==> config.mk <==
export PLATFORM = sky130hd
export DESIGN_NAME = axi_shim_ot
export DESIGN_NICKNAME = d
export VERILOG_FILES = /design/src/rtl/ariane_axi.sv /design/src/rtl/axi_shim_pkg.sv /design/src/rtl/axi_shim_ot_if.sv /design/src/rtl/txn_counter.sv /design/src/rtl/axi_shim_ot.sv
export SDC_FILE = /design/constraint.sdc
export NUM_CORES = 1
export LEC_CHECK = 0
export ABC_AREA = 1
export CORE_AREA = 2 2 347 349
export DETAILED_ROUTE_END_ITERATION = 10
export DIE_AREA = 0 0 349 351
export GPL_TIMING_DRIVEN = 0
export PLACE_DENSITY = 0.31
export SKIP_LAST_GASP = 1
export SLEW_MARGIN = 20
export SYNTH_ARGS = -nofsm -noshare
export SYNTH_HDL_FRONTEND = slang
export SYNTH_SLANG_ARGS = --single-unit
==> constraint.sdc <==
create_clock -name clk_i -period 2.3 [get_ports clk_i]
set_input_delay 0.69 -clock clk_i [delete_from_list [all_inputs] [get_ports clk_i]]
set_output_delay 0.69 -clock clk_i [all_outputs]
set_load 0.05 [all_outputs]
==> src/rtl/ariane_axi.sv <==
// ariane_axi: AXI4+ATOP request/response bundle types used as the default
// bus types of axi_shim_ot (64-bit address, 64-bit data, 4-bit ID).
//   req_t  : AW/W/AR channels with valids, B/R ready
//   resp_t : AW/W/AR ready, B/R channels with valids
package ariane_axi;

  localparam int unsigned AddrWidth = 64;
  localparam int unsigned DataWidth = 64;
  localparam int unsigned StrbWidth = DataWidth / 8;
  localparam int unsigned IdWidth   = 4;

  typedef struct packed {
    logic [IdWidth-1:0]   id;
    logic [AddrWidth-1:0] addr;
    logic [7:0]           len;
    logic [2:0]           size;
    logic [1:0]           burst;
    logic                 lock;
    logic [3:0]           cache;
    logic [2:0]           prot;
    logic [3:0]           qos;
    logic [3:0]           region;
    logic [5:0]           atop;
  } aw_chan_t;

  typedef struct packed {
    logic [DataWidth-1:0] data;
    logic [StrbWidth-1:0] strb;
    logic                 last;
  } w_chan_t;

  typedef struct packed {
    logic [IdWidth-1:0] id;
    logic [1:0]         resp;
  } b_chan_t;

  typedef struct packed {
    logic [IdWidth-1:0]   id;
    logic [AddrWidth-1:0] addr;
    logic [7:0]           len;
    logic [2:0]           size;
    logic [1:0]           burst;
    logic                 lock;
    logic [3:0]           cache;
    logic [2:0]           prot;
    logic [3:0]           qos;
    logic [3:0]           region;
  } ar_chan_t;

  typedef struct packed {
    logic [IdWidth-1:0]   id;
    logic [DataWidth-1:0] data;
    logic [1:0]           resp;
    logic                 last;
  } r_chan_t;

  typedef struct packed {
    aw_chan_t aw;
    logic     aw_valid;
    w_chan_t  w;
    logic     w_valid;
    logic     b_ready;
    ar_chan_t ar;
    logic     ar_valid;
    logic     r_ready;
  } req_t;

  typedef struct packed {
    logic    aw_ready;
    logic    ar_ready;
    logic    w_ready;
    logic    b_valid;
    b_chan_t b;
    logic    r_valid;
    r_chan_t r;
  } resp_t;

endpackage

==> src/rtl/axi_shim_pkg.sv <==
// axi_shim_pkg: shared definitions for axi_shim_ot.
//   wr_state_e  : write-issue FSM states
//   blen_width  : burst-length field width, max(1, clog2(NumWords))
//   pend_width  : outstanding-count width, clog2(MaxTxn+1)
package axi_shim_pkg;

  typedef enum logic [1:0] {
    IDLE     = 2'd0,
    BUSY     = 2'd1,
    DRAIN_AW = 2'd2
  } wr_state_e;

  localparam logic [1:0] AxiBurstIncr  = 2'b01;
  localparam logic [3:0] AxiCacheMod   = 4'b0010;
  localparam logic [1:0] AxiRespExokay = 2'b01;

  function automatic int unsigned blen_width(input int unsigned num_words);
    return (num_words <= 1) ? 1 : $clog2(num_words);
  endfunction

  function automatic int unsigned pend_width(input int unsigned max_txn);
    return $clog2(max_txn + 1);
  endfunction

endpackage

==> src/rtl/axi_shim_ot_if.sv <==
// axi_shim_ot_if: AXI request/response bundle.
//   req  : request channels, driven by the master
//   resp : response channels, driven by the slave
interface axi_shim_ot_if #(
  parameter type req_t  = ariane_axi::req_t,
  parameter type resp_t = ariane_axi::resp_t
);
  req_t  req;
  resp_t resp;

  modport master (output req, input  resp);
  modport slave  (input  req, output resp);
endinterface

==> src/rtl/txn_counter.sv <==
// txn_counter: up/down outstanding-transaction counter, saturating at 0 and
// MaxVal.
//   clk_i/rst_i : clock, async active-high reset
//   inc_i/dec_i : count up / down (both together cancel)
//   cnt_o       : current count
//   full_o      : count equals MaxVal
module txn_counter #(
  parameter int unsigned Width  = 3,
  parameter int unsigned MaxVal = 4
) (
  input  logic             clk_i,
  input  logic             rst_i,
  input  logic             inc_i,
  input  logic             dec_i,
  output logic [Width-1:0] cnt_o,
  output logic             full_o
);

  localparam logic [Width-1:0] MaxCnt = Width'(MaxVal);

  logic [Width-1:0] cnt_q, cnt_d;

  always_comb begin
    cnt_d = cnt_q;
    if (inc_i && !dec_i && (cnt_q != MaxCnt)) begin
      cnt_d = cnt_q + Width'(1);
    end else if (dec_i && !inc_i && (cnt_q != '0)) begin
      cnt_d = cnt_q - Width'(1);
    end
  end

  always_ff @(posedge clk_i or posedge rst_i) begin
    if (rst_i) begin
      cnt_q <= '0;
    end else begin
      cnt_q <= cnt_d;
    end
  end

  assign cnt_o  = cnt_q;
  assign full_o = (cnt_q == MaxCnt);

endmodule

==> src/rtl/axi_shim_ot.sv <==
// axi_shim_ot: simple request/grant front end to an AXI master port with
// bounded outstanding reads and writes.
//   rd_*       : read request (AR) and pass-through R beats
//   wr_*       : write request (AW + whole W burst) and pass-through B
//   *_pending_o: outstanding transaction counts per direction
//   axi_req_o / axi_resp_i : AXI master port
module axi_shim_ot import axi_shim_pkg::*; #(
  parameter int unsigned DataWidth = 64,
  parameter int unsigned NumWords  = 4,
  parameter int unsigned IdWidth   = 4,
  parameter int unsigned MaxTxn    = 4,
  parameter type axi_req_t  = ariane_axi::req_t,
  parameter type axi_resp_t = ariane_axi::resp_t
) (
  input  logic                                  clk_i,
  input  logic                                  rst_i,
  input  logic                                  rd_req_i,
  output logic                                  rd_gnt_o,
  input  logic [63:0]                           rd_addr_i,
  input  logic [blen_width(NumWords)-1:0]       rd_blen_i,
  input  logic [2:0]                            rd_size_i,
  input  logic [IdWidth-1:0]                    rd_id_i,
  input  logic                                  rd_rdy_i,
  output logic                                  rd_valid_o,
  output logic                                  rd_last_o,
  output logic [DataWidth-1:0]                  rd_data_o,
  output logic [IdWidth-1:0]                    rd_id_o,
  output logic                                  rd_exokay_o,
  input  logic                                  wr_req_i,
  output logic                                  wr_gnt_o,
  input  logic [63:0]                           wr_addr_i,
  input  logic [NumWords*DataWidth-1:0]         wr_data_i,
  input  logic [NumWords*DataWidth/8-1:0]       wr_be_i,
  input  logic [blen_width(NumWords)-1:0]       wr_blen_i,
  input  logic [2:0]                            wr_size_i,
  input  logic [IdWidth-1:0]                    wr_id_i,
  input  logic                                  wr_lock_i,
  input  logic [5:0]                            wr_atop_i,
  input  logic                                  wr_rdy_i,
  output logic                                  wr_valid_o,
  output logic [IdWidth-1:0]                    wr_id_o,
  output logic                                  wr_exokay_o,
  output logic [pend_width(MaxTxn)-1:0]         rd_pending_o,
  output logic [pend_width(MaxTxn)-1:0]         wr_pending_o,
  output axi_req_t                              axi_req_o,
  input  axi_resp_t                             axi_resp_i
);

  localparam int unsigned Bl    = blen_width(NumWords);
  localparam int unsigned PendW = pend_width(MaxTxn);
  localparam int unsigned StrbW = DataWidth / 8;

  axi_shim_ot_if #(.req_t(axi_req_t), .resp_t(axi_resp_t)) axi_bus ();

  axi_req_t  req;
  axi_resp_t resp;

  assign axi_bus.req  = req;
  assign axi_req_o    = axi_bus.req;
  assign axi_bus.resp = axi_resp_i;
  assign resp         = axi_bus.resp;

  // ---------------- read path ----------------
  logic rd_full, ar_valid, ar_hs, r_last_hs;

  assign ar_valid  = rd_req_i & ~rd_full;
  assign ar_hs     = ar_valid & resp.ar_ready;
  assign r_last_hs = resp.r_valid & rd_rdy_i & resp.r.last;
  assign rd_gnt_o  = ar_hs;

  assign rd_valid_o  = resp.r_valid;
  assign rd_last_o   = resp.r.last;
  assign rd_data_o   = resp.r.data;
  assign rd_id_o     = resp.r.id;
  assign rd_exokay_o = (resp.r.resp == AxiRespExokay);

  txn_counter #(.Width(PendW), .MaxVal(MaxTxn)) u_rd_cnt (
    .clk_i  (clk_i),
    .rst_i  (rst_i),
    .inc_i  (ar_hs),
    .dec_i  (r_last_hs),
    .cnt_o  (rd_pending_o),
    .full_o (rd_full)
  );

  // ---------------- write path ----------------
  wr_state_e      state_q, state_d;
  logic [Bl-1:0]  cnt_q, cnt_d;
  logic           aw_done_q, aw_done_d;
  logic           wr_full, aw_valid, w_valid, w_last, wr_gnt, aw_hs, b_hs;
  logic [31:0]    beat_idx;

  assign w_last   = (cnt_q == wr_blen_i);
  assign beat_idx = 32'(cnt_q);
  assign aw_hs    = aw_valid & resp.aw_ready;
  assign b_hs     = resp.b_valid & wr_rdy_i;

  // IDLE with a start condition behaves exactly like BUSY with nothing done
  // yet, so both share one branch; this gives the zero-cycle issue.
  always_comb begin
    state_d   = state_q;
    cnt_d     = cnt_q;
    aw_done_d = aw_done_q;
    aw_valid  = 1'b0;
    w_valid   = 1'b0;
    wr_gnt    = 1'b0;
    unique case (state_q)
      IDLE, BUSY: begin
        if ((state_q == BUSY) || (wr_req_i && !wr_full && !rst_i)) begin
          aw_valid = ~aw_done_q;
          w_valid  = 1'b1;
          if (resp.w_ready && w_last) begin
            cnt_d     = '0;
            aw_done_d = 1'b0;
            if (aw_done_q || resp.aw_ready) begin
              wr_gnt  = 1'b1;
              state_d = IDLE;
            end else begin
              state_d = DRAIN_AW;
            end
          end else begin
            state_d   = BUSY;
            aw_done_d = aw_done_q | resp.aw_ready;
            if (resp.w_ready) begin
              cnt_d = cnt_q + Bl'(1);
            end
          end
        end
      end
      DRAIN_AW: begin
        aw_valid = 1'b1;
        if (resp.aw_ready) begin
          wr_gnt  = 1'b1;
          state_d = IDLE;
        end
      end
      default: state_d = IDLE;
    endcase
  end

  always_ff @(posedge clk_i or posedge rst_i) begin
    if (rst_i) begin
      state_q   <= IDLE;
      cnt_q     <= '0;
      aw_done_q <= 1'b0;
    end else begin
      state_q   <= state_d;
      cnt_q     <= cnt_d;
      aw_done_q <= aw_done_d;
    end
  end

  assign wr_gnt_o    = wr_gnt;
  assign wr_valid_o  = resp.b_valid;
  assign wr_id_o     = resp.b.id;
  assign wr_exokay_o = (resp.b.resp == AxiRespExokay);

  txn_counter #(.Width(PendW), .MaxVal(MaxTxn)) u_wr_cnt (
    .clk_i  (clk_i),
    .rst_i  (rst_i),
    .inc_i  (aw_hs),
    .dec_i  (b_hs),
    .cnt_o  (wr_pending_o),
    .full_o (wr_full)
  );

  // ---------------- request assembly ----------------
  always_comb begin
    req = '0;

    req.ar_valid  = ar_valid;
    req.ar.id     = rd_id_i;
    req.ar.addr   = rd_addr_i;
    req.ar.len    = 8'(rd_blen_i);
    req.ar.size   = rd_size_i;
    req.ar.burst  = AxiBurstIncr;
    req.ar.lock   = 1'b0;
    req.ar.cache  = AxiCacheMod;
    req.r_ready   = rd_rdy_i;

    req.aw_valid  = aw_valid;
    req.aw.id     = wr_id_i;
    req.aw.addr   = wr_addr_i;
    req.aw.len    = 8'(wr_blen_i);
    req.aw.size   = wr_size_i;
    req.aw.burst  = AxiBurstIncr;
    req.aw.lock   = wr_lock_i;
    req.aw.cache  = AxiCacheMod;
    req.aw.atop   = wr_atop_i;

    req.w_valid   = w_valid;
    req.w.data    = wr_data_i[beat_idx*DataWidth +: DataWidth];
    req.w.strb    = wr_be_i[beat_idx*StrbW +: StrbW];
    req.w.last    = w_last;
    req.b_ready   = wr_rdy_i;
  end

endmodule

==> impl_metrics.json <==
{
  "status": "complete, but fails checks",
  "violations": "setup timing",
  "placedCellCount": 2999,
  "die_x_um": 349,
  "grt_pass1_wl_um": 82880,
  "cts_tree": "built",
  "yosysTopAreaCell": "buf_4",
  "period_needed_ns": 2.719,
  "rsz0062_at_grt": "true",
  "syn_avg_cell_area_um2": 6.041,
  "core_um2": 119000,
  "maxCapViolCount": 0,
  "hold_violations": 0,
  "cts_sinks": 11,
  "antenna_left": 0,
  "cts.reportedPaths.clkPinSlew_ns": 0.05,
  "max_freq_mhz": 367.8,
  "port_buffers": 621,
  "dp_hpwl_um": 61320,
  "maxSlewHeadroom_pct": 44.56,
  "finalClockSkew_ns": 0.006427,
  "combPwrFrac_pct": 95.9,
  "grt_max_degree": 12,
  "ys_ff_latch": 11,
  "whs_ns": 0.5205,
  "period_share_pct": 118.2,
  "ctsRootBufferMaster": "clkbuf_16",
  "die_area_um2": 122500,
  "hp-class": "in2async",
  "io_pins": 892,
  "synthCells": 785,
  "leakagePower_nw": 6.244,
  "die_y_um": 351,
  "initial_core_util_pct": 3.984,
  "critical_path_class": "reg2out",
  "viasPerCell": 2.630,
  "grt_overflow_total": 0,
  "ys_warn_count": 0,
  "row_count": 127,
  "routed_wl_um": 69800,
  "h-tree-depth": 1,
  "drc": 0,
  "antenna_found_initial": 43,
  "cts_buffer_depth": 2,
  "instances_no_fill": 3068,
  "sw_frac_of_total_pct": 60.30,
  "grt_pass1_vias": 8053,
  "tightestPinTransition_ns": 0.8350,
  "synthTopCellsByArea": "buf_4 44%, o21ai_0 16%, nor2_1 12%",
  "syn_area_um2": 4742,
  "switchingPower_mw": 11.41,
  "worstPathRequired_ns": 1.61,
  "fin_ws_ns": -0.4185,
  "vias": 8068,
  "cp.arrival_ns": 2.03,
  "area_growth_pct": 234.7,
  "place_congestion": 0.7663,
  "detail_route.wl_per_cell_um": 22.75,
  "synth_top_area_share_pct": 44.49,
  "final_layout_size_suffix_gt1_share_pct": 45.60,
  "drtIter0Drc": 276,
  "cts_buffers": 3,
  "drt_first_pass_iters": 4,
  "fin_total_pwr_mw": 18.92,
  "p_seq_share_pct": 2.4,
  "track_usage_pct": 10.39,
  "start_kind": "register",
  "ys_types": 28,
  "intPower_mw": 7.514,
  "p_per_area_nw_per_um2": 1192,
  "seq_area_frac_synth_pct": 5.805,
  "nNetsFinal": 2043,
  "setup_viol": 74,
  "critPathCaptureType": "primary output",
  "slew_viol_final": 0,
  "clock_latency_ns": 0.24,
  "p_clk_share_pct": 1.7,
  "irDropWorstVdd_uv": 432.8,
  "crit_path_max_fanout": 5
}
==> sequential cells by signal (all words and copies together), names as in the netlist <==
signal and count:
u_rd_cnt.cnt_o 3, u_wr_cnt.cnt_o 3, cnt_q 2, state_q 2, aw_done_q 1
==> power by group through the flow <==
stage	Clock (mW)	Sequential [mW]	Combinational (mW)
detailed placement	0	0.475	14.2
global route	0.351	0.474	19.3
finish	0.329	0.451	18.1
floorplan	0	0.553	7.86
global placement	0	0.475	14.2
CTS	0.346	0.465	17.1
==> cell type report <==
cell class | count | area, um2
fill | 13630 | 103100
timing repair buffer | 687 | 7237
multi-input combinational | 472 | 3528
buffer | 316 | 2659
tap | 1548 | 1937
sequential | 11 | 282.8
inverter | 20 | 113.9
clock buffer | 4 | 78.83
antenna | 9 | 22.52
timing repair inverter | 1 | 11.26
==> path summary, 6_finish.rpt <==
path	from	endpoint	slack (ns)	depth (start not counted)
setup / recovery	cnt_q[0]$_DFFE_PP0P_	wr_gnt_o	-0.42	7
hold / removal	rst_i	state_q[0]$_DFFE_PP0P_	0.52	2
setup reg to reg	u_wr_cnt.cnt_o[1]$_DFFE_PP0P_	aw_done_q$_DFFE_PP0P_	0.16	16
hold reg to reg	u_rd_cnt.cnt_o[0]$_DFFE_PP0P_	u_rd_cnt.cnt_o[0]$_DFFE_PP0P_	0.56	1
max in group asynchronous	rst_i	cnt_q[0]$_DFFE_PP0P_	1.37	2
min in group clk_i	u_rd_cnt.cnt_o[0]$_DFFE_PP0P_	u_rd_cnt.cnt_o[0]$_DFFE_PP0P_	0.56	1
==> cells in the final DEF, fill, tap and decap left out, types with 30 or more instances in the layout <==
cell type / Yosys / layout
o21ai_0: 149 / 90
nor2_1: 150 / 56
conb_1: 2 / 47
buf_6: 1 / 81
buf_4: 281 / 308
o22ai_2: 0 / 63
clkdlybuf4s50_1: 0 / 505
nor2_4: 0 / 53
nor2_2: 0 / 41
o21ai_1: 0 / 30
==> metal layers <==
| layer | GRT usage, % | up-vias | share of wire [%] |
|---|---|---|---|
| met5 | 0 | - | 0.24 |
| met4 | 0.6246 | 24 | 1.0 |
| met3 | 3.617 | 60 | 9.9 |
| met2 | 17.77 | 515 | 48 |
| met1 | 13.06 | 3707 | 41 |
| li1 | - | 3762 | - |
==> synthesized netlist by cell type <==
cell	count
dfrtp_1	11
o21ai_0	149
nand3_1	13
fa_1	2
a21oi_4	1
nand2_2	1
buf_2	12
a21boi_0	1
inv_1	18
clkbuf_1	30
buf_4	281
nand4_1	1
a21oi_1	2
buf_1	3
buf_6	1
conb_1	2
clkinv_1	1
o22ai_1	72
o21a_1	1
or2_4	1
nand2_1	24
o32ai_2	1
xor2_1	3
and2_1	1
inv_2	1
nor2_1	150
or2_2	1
a22oi_1	1
==> through the flow <==
stage / instance area, um2 / worst slack (ns) / TNS, ns / util, %
global placement: 13530 / -2.407 / -166.71 / 11.36
global route: 15850 / -0.4587 / -25.08 / 13.32
CTS: 14900 / -0.5222 / -26.34 / 12.52
floorplan: 5373 / -0.06415 / -0.06415 / -
finish: 15870 / -0.4185 / -20.86 / 13.33
detailed placement: 13530 / -2.364 / -163.98 / 11.36
==> worst max-delay path, cell delays in order (launching register included) <==
cell	delay, ns
dfrtp_4	0.54
buf_12	0.19
or2_4	0.24
a21oi_4	0.14
buf_12	0.16
nand2_8	0.05
o32ai_4	0.21
buf_6	0.20
==> repair_timing <==
| action | in CTS | in global routing |
|---|---|---|
| pin swaps | 37 | 63 |
| buffers inserted | 35 | 21 |
| hold buffers | 0 | 0 |
| cloned | 5 | 7 |
| gates resized for setup | 886 | 220 |
| endpoints found under the setup margin | 111 | 82 |
==> cells by family after synthesis <==
| kind of cell | Yosys count | synth area share, % |
|---|---|---|
| adders and majority gates | 2 | 0.8444 |
| DFF | 11 | 5.805 |
| buffers and inverters | 347 | 50.18 |
| other | 2 | 0.1584 |
| and+or+nand+nor | 192 | 15.86 |
| AOI/OAI and AO/OA | 228 | 26.60 |
| xor gates and xnor gates | 3 | 0.5542 |
Power figures use the tool's default switching activity.
